[src/rtl/nand_seq_ctrl.sv]
// nand_seq_ctrl: single-beat NAND pad sequencer.
// A request accepted in IDLE runs SETUP (1 cycle), ACCESS (wait+1 cycles)
// and HOLD (1 cycle, ack_o pulse), then returns to IDLE for at least one
// cycle with chip select deasserted. Pad outputs are registered.
// Optional macro NAND_SEQ_RDATA_SYNC_EN: read data passes through a 2-flop
// synchronizer before capture, and ACCESS is stretched by two cycles so the
// synchronizer has caught up by the capture edge.
module nand_seq_ctrl #(
    parameter int ADDR_W = 2,
    parameter int DATA_W = 2,
    parameter int WAIT_W = 4
) (
    input  logic              xtal_i,
    input  logic              reset_i,
    input  logic              req_i,
    input  logic              we_i,
    input  logic [ADDR_W-1:0] addr_i,
    input  logic [DATA_W-1:0] wdata_i,
    input  logic [WAIT_W-1:0] wait_i,
    output logic              ack_o,
    output logic [DATA_W-1:0] rdata_o,
    output logic              busy_o,
    output logic              nand_cs_o,
    output logic [ADDR_W-1:0] nand_addr_o,
    output logic [DATA_W-1:0] nand_wdata_o,
    input  logic [DATA_W-1:0] nand_rdata_i
);

    // One extra bit so wait+2 at the top of the wait range cannot wrap.
    localparam int CNT_W = WAIT_W + 1;

    typedef enum logic [1:0] {
        S_IDLE,
        S_SETUP,
        S_ACCESS,
        S_HOLD
    } state_t;

    state_t              state;
    logic                lat_we;
    logic [WAIT_W-1:0]   lat_wait;
    logic [CNT_W-1:0]    cnt;
    logic [DATA_W-1:0]   cap_data;

`ifdef NAND_SEQ_RDATA_SYNC_EN
    localparam logic [CNT_W-1:0] CNT_EXTRA = CNT_W'(2);

    logic [DATA_W-1:0] sync_q1;
    logic [DATA_W-1:0] sync_q2;

    // Two-flop synchronizer on the returning pad data.
    always_ff @(posedge xtal_i or negedge reset_i) begin
        if (!reset_i) begin
            sync_q1 <= '0;
            sync_q2 <= '0;
        end else begin
            sync_q1 <= nand_rdata_i;
            sync_q2 <= sync_q1;
        end
    end

    assign cap_data = sync_q2;
`else
    localparam logic [CNT_W-1:0] CNT_EXTRA = '0;

    assign cap_data = nand_rdata_i;
`endif

    // Sequencer FSM with registered pad, handshake and status outputs.
    // NOTE: all state here uses non-blocking assignments so every register
    // samples pre-edge values; blocking would create order-dependent races.
    always_ff @(posedge xtal_i or negedge reset_i) begin
        if (!reset_i) begin
            state        <= S_IDLE;
            lat_we       <= 1'b0;
            lat_wait     <= '0;
            cnt          <= '0;
            ack_o        <= 1'b0;
            rdata_o      <= '0;
            busy_o       <= 1'b0;
            nand_cs_o    <= 1'b1;
            nand_addr_o  <= '0;
            nand_wdata_o <= '0;
        end else begin
            case (state)
                S_IDLE: begin
                    ack_o <= 1'b0;
                    if (req_i) begin
                        lat_we       <= we_i;
                        lat_wait     <= wait_i;
                        nand_cs_o    <= 1'b0;
                        nand_addr_o  <= addr_i;
                        nand_wdata_o <= we_i ? wdata_i : '0;
                        busy_o       <= 1'b1;
                        state        <= S_SETUP;
                    end
                end
                S_SETUP: begin
                    cnt   <= {1'b0, lat_wait} + CNT_EXTRA;
                    state <= S_ACCESS;
                end
                S_ACCESS: begin
                    if (cnt == '0) begin
                        ack_o <= 1'b1;
                        state <= S_HOLD;
                        if (!lat_we) begin
                            rdata_o <= cap_data;
                        end
                    end else begin
                        cnt <= cnt - 1'b1;
                    end
                end
                S_HOLD: begin
                    ack_o        <= 1'b0;
                    nand_cs_o    <= 1'b1;
                    nand_addr_o  <= '0;
                    nand_wdata_o <= '0;
                    busy_o       <= 1'b0;
                    state        <= S_IDLE;
                end
                default: begin
                    state <= S_IDLE;
                end
            endcase
        end
    end

endmodule

[config.mk]
export PLATFORM = sky130hd
export DESIGN_NAME = nand_seq_ctrl
export DESIGN_NICKNAME = d
export VERILOG_FILES = /design/src/rtl/nand_seq_ctrl.sv
export SDC_FILE = /design/constraint.sdc
export NUM_CORES = 1
export LEC_CHECK = 0
export CAP_MARGIN = 0
export CORE_MARGIN = 4
export CORE_UTILIZATION = 30
export CTS_CLUSTER_DIAMETER = 200
export CTS_CLUSTER_SIZE = 16
export DETAILED_ROUTE_END_ITERATION = 8
export RECOVER_POWER = 100
export REMOVE_ABC_BUFFERS = 1
export SETUP_SLACK_MARGIN = 0.2
export SLEW_MARGIN = 20
export SYNTH_ARGS = -nofsm -noshare
export SYNTH_HDL_FRONTEND = slang
export SYNTH_SLANG_ARGS = --single-unit
[constraint.sdc]
create_clock -name xtal_i -period 1.9 [get_ports xtal_i]
set_input_delay 0.19 -clock xtal_i [delete_from_list [all_inputs] [get_ports xtal_i]]
set_output_delay 0.19 -clock xtal_i [all_outputs]
set_load 0.01 [all_outputs]
==> reports/results.txt, run 1 <==
P per Cell Area: 1590 mW/mm2
WP buf/inv: 1
HP Class: in -> reg
largest net degree at the start of global routing: 22
area of the multi-input gates: 528 um2
Total Wirelength: 2.48 mm
Routed Antenna Nets: 0
RSZ-0062 raised after global routing: true
placer congestion estimate: 0.710
VDD IR-drop max: 0.450 mV
CP Class: reg -> reg
TNS Setup: 0 ps
worst-path maximum fanout: 3
r2r startpoint: cnt[0]
status: finished clean
hold_sp: wdata_i[0]
number of fill cells: 352
Vias/cell: 4.86
Post-synth EDFFs: 0
Leakage: 0.621 nW
Reg power frac: 36.4%
register bit total from synthesis: 21
mean post-synth cell area: 11.3 um2
Critical Path End Type: register
DRC: 0
Largest delay share family, worst path: simple AND/OR/NAND/NOR gates
dpl hpwl: 1.77 mm
Final min period: 1770 ps
worst slew pin tran: 1110 ps
Compound-Gate Fraction of Synth Area: 15.9%
clock buffer depth: 2
# IOs: 23
core area: 0.00342 mm2
Worst Skew: 3.64 ps
final setup violation count: 0
CTS clk-pin slew, worst paths: 120 ps
Pwr Total: 2.32 mW
Slowest cell on crit path: or4b_4
sequential share of the synthesized area: 48.6%
post-route cell area: 0.00146 mm2
crit path DAT: 1970 ps
total global-route track usage: 11.2%
via count: 845
Sw Ratio: 38.0%
die area: 0.00464 mm2
IO buf count: 22
Layout area overhead: 34.4%
layout net count: 148
Post-synth ARST share: 100%
mux contribution to synthesized area: 12.2%
Post-Synth Simple-Gate Area: 12.6%
Post-Syn Area: 0.00108 mm2
post-synthesis cell type count: 32
combinational fraction of design power: 54.1%
CP Data Required Time: 2100 ps
vias in the first global route: 822
Sw Pwr: 880 uW
worst skew pair latency: 310 ps
Top FF cell, synth: dfrtp_1
routed length per instance: 14.2 um
gr ovfl total: 0
Max Cap Viol: 0
fmax: 0.566 GHz
worst setup path start: cnt[0]
H-tree depth: 1
post-synthesis adder-cell area fraction: 5.77%
Synth Instances: 96
initial cell density of the core: 31.7%
Final Max Tran Viols: 0
Synth Area in XOR/XNOR: 0%
Post-CTS Hold Buffers: 0
Root Buffer: clkbuf_4
CTS Buf Count: 3
Setup crit start kind: register
First DRT Iteration DRCs: 26
Pre-antenna DRT Iters: 4
final core occ: 42.6%
CP Cell Sequence: inv_1 -> ha_4 -> or4b_4 -> a22oi_2 -> mux2_1
Syn. warnings: 0
Rows: 21
first-pass GRT wire length: 3.82 mm
P_int: 1.44 mW
dpl cell area: 0.00136 mm2
TritonCTS clock tree: done
DIE WIDTH: 68.1 um
fraction of layout cells with a size suffix above 1: 18.8%
Final period util: 93.0%
Antenna Diode Count: 0
Die Ht: 68.1 um
Worst slew margin: 26.1%
initial antenna violation count: 0
power share of the clock group: 9.4%
Non-Filler Instances: 174
# clock sinks: 21
Reg area: 527 um2
placed cell count: 163
CP max stage delay: 460 ps
Final Hold Viols: 0
main combinational cell family by area after synthesis: compound AO/OA/AOI/OAI gates
layout make-up:
class | instances | area share (%)
well taps | 46 | 3.95
repair buffers | 32 | 20.0
flip-flops and latches | 21 | 36.2
multi-input cells | 64 | 36.3
clock buffers | 4 | 1.80
inverters | 7 | 1.80
layer usage:
metal	part of all wire, %	vias up	GRT usage, %
met2	54	17	19.4
met3	2.5	4	2.30
li1	-	408	-
met5	0	-	0
met4	1.7	0	5.96
met1	42	416	12.8
path summary, 6_finish.rpt:
check / end / slack [ps] / depth (start not counted)
setup / recovery: state[1] / 130 / 5
hold / removal: nand_wdata_o[0] / 460 / 3
setup reg to reg: state[1] / 130 / 5
hold reg to reg: rdata_o[1] / 500 / 1
max in group asynchronous: cnt[2] / 640 / 2
min in group asynchronous: busy_o / 590 / 2
logic make-up (layout without fill, tap and decap cells):
| group | after synthesis | after routing |
|---|---|---|
| mux | 12 | 12 |
| fa+ha+maj | 5 | 5 |
| buf+inv | 11 | 43 |
| compound gates | 24 | 24 |
| flops | 21 | 21 |
| simple gates | 23 | 23 |
placed cells by master (no fill, tap or decap):
cell             instances
a21oi_1                  5
nor4b_4                  1
a311o_1                  1
a211oi_1                 1
o22a_1                   1
buf_6                    1
a22oi_2                  1
o21a_1                   1
nand2_1                  5
nor2b_1                  3
a22o_1                   5
mux2i_1                  2
clkdlybuf4s50_1         12
buf_4                    7
clkbuf_1                 3
inv_1                    6
clkbuf_4                 3
dfstp_2                  1
dlygate4sd3_1           10
a31oi_1                  3
inv_2                    1
nor4b_1                  1
nand3b_1                 1
ha_4                     1
or4b_4                   1
or3_1                    1
nand3_1                  5
o21ai_0                  3
ha_2                     1
nor3b_1                  1
dfrtp_1                 20
mux2_2                   6
o22ai_1                  1
a21o_1                   1
a32o_1                   1
ha_1                     3
nor2_1                   4
mux2_1                   4
cells in the mapped netlist, drive strengths merged, types with 2 or more instances:
library cell	count	area share, %
dfrtp	20	46
mux2	10	10
inv	7	2.4
a21oi	5	2.3
a22o	5	4.0
ha	5	5.8
nand2	5	1.7
nand3	5	2.3
nor2	4	1.4
a31oi	3	1.7
nor2b	3	1.7
o21ai	3	1.4
buf	2	1.7
clkbuf	2	0.69
mux2i	2	1.8
nor4b	2	2.2
power by group through the flow:
stage | Sequential, mW | Combinational [mW] | Clock (mW)
3_3_place_gp | 0.833 | 1.08 | 0
4_1_cts | 0.839 | 1.26 | 0.234
3_5_place_dp | 0.848 | 1.13 | 0
6_report | 0.844 | 1.25 | 0.218
2_1_floorplan | 0.852 | 0.694 | 0
5_1_grt | 0.878 | 1.38 | 0.258
worst min-delay path: stages:
cell             delay [ps]
clkdlybuf4s50_1         390
nand3_1                  80
a31oi_1                  80
through the flow:
stage          setup slack (ps)  hold slack (ps)
4_1_cts                     203              205
2_1_floorplan               193             -106
5_1_grt                    62.5              443
6_report                    133              462
3_3_place_gp                144              474
3_5_place_dp               74.4              486
registers in the layout, summed over array words and instances (netlist names):
register and cells:
ack_o 1, busy_o 1, cnt 5, lat_wait 4
lat_we 1, nand_addr_o 2, nand_cs_o 1, nand_wdata_o 2
rdata_o 2, state 2
repair_timing:
action / CTS / global route
gates resized for setup: 5 / 4
setup buffers: 5 / 2
pin swaps: 2 / 2
endpoints found under the setup margin: 1 / 11
Note: power is estimated with default switching activity, not from simulation.
==> run 2: changes to the inputs <==
ABC_CLOCK_PERIOD_IN_PS = 1900   (was unset)
==> results of run 2 <==
No change in the layout: final DEF, timing and power equal those of run 1.
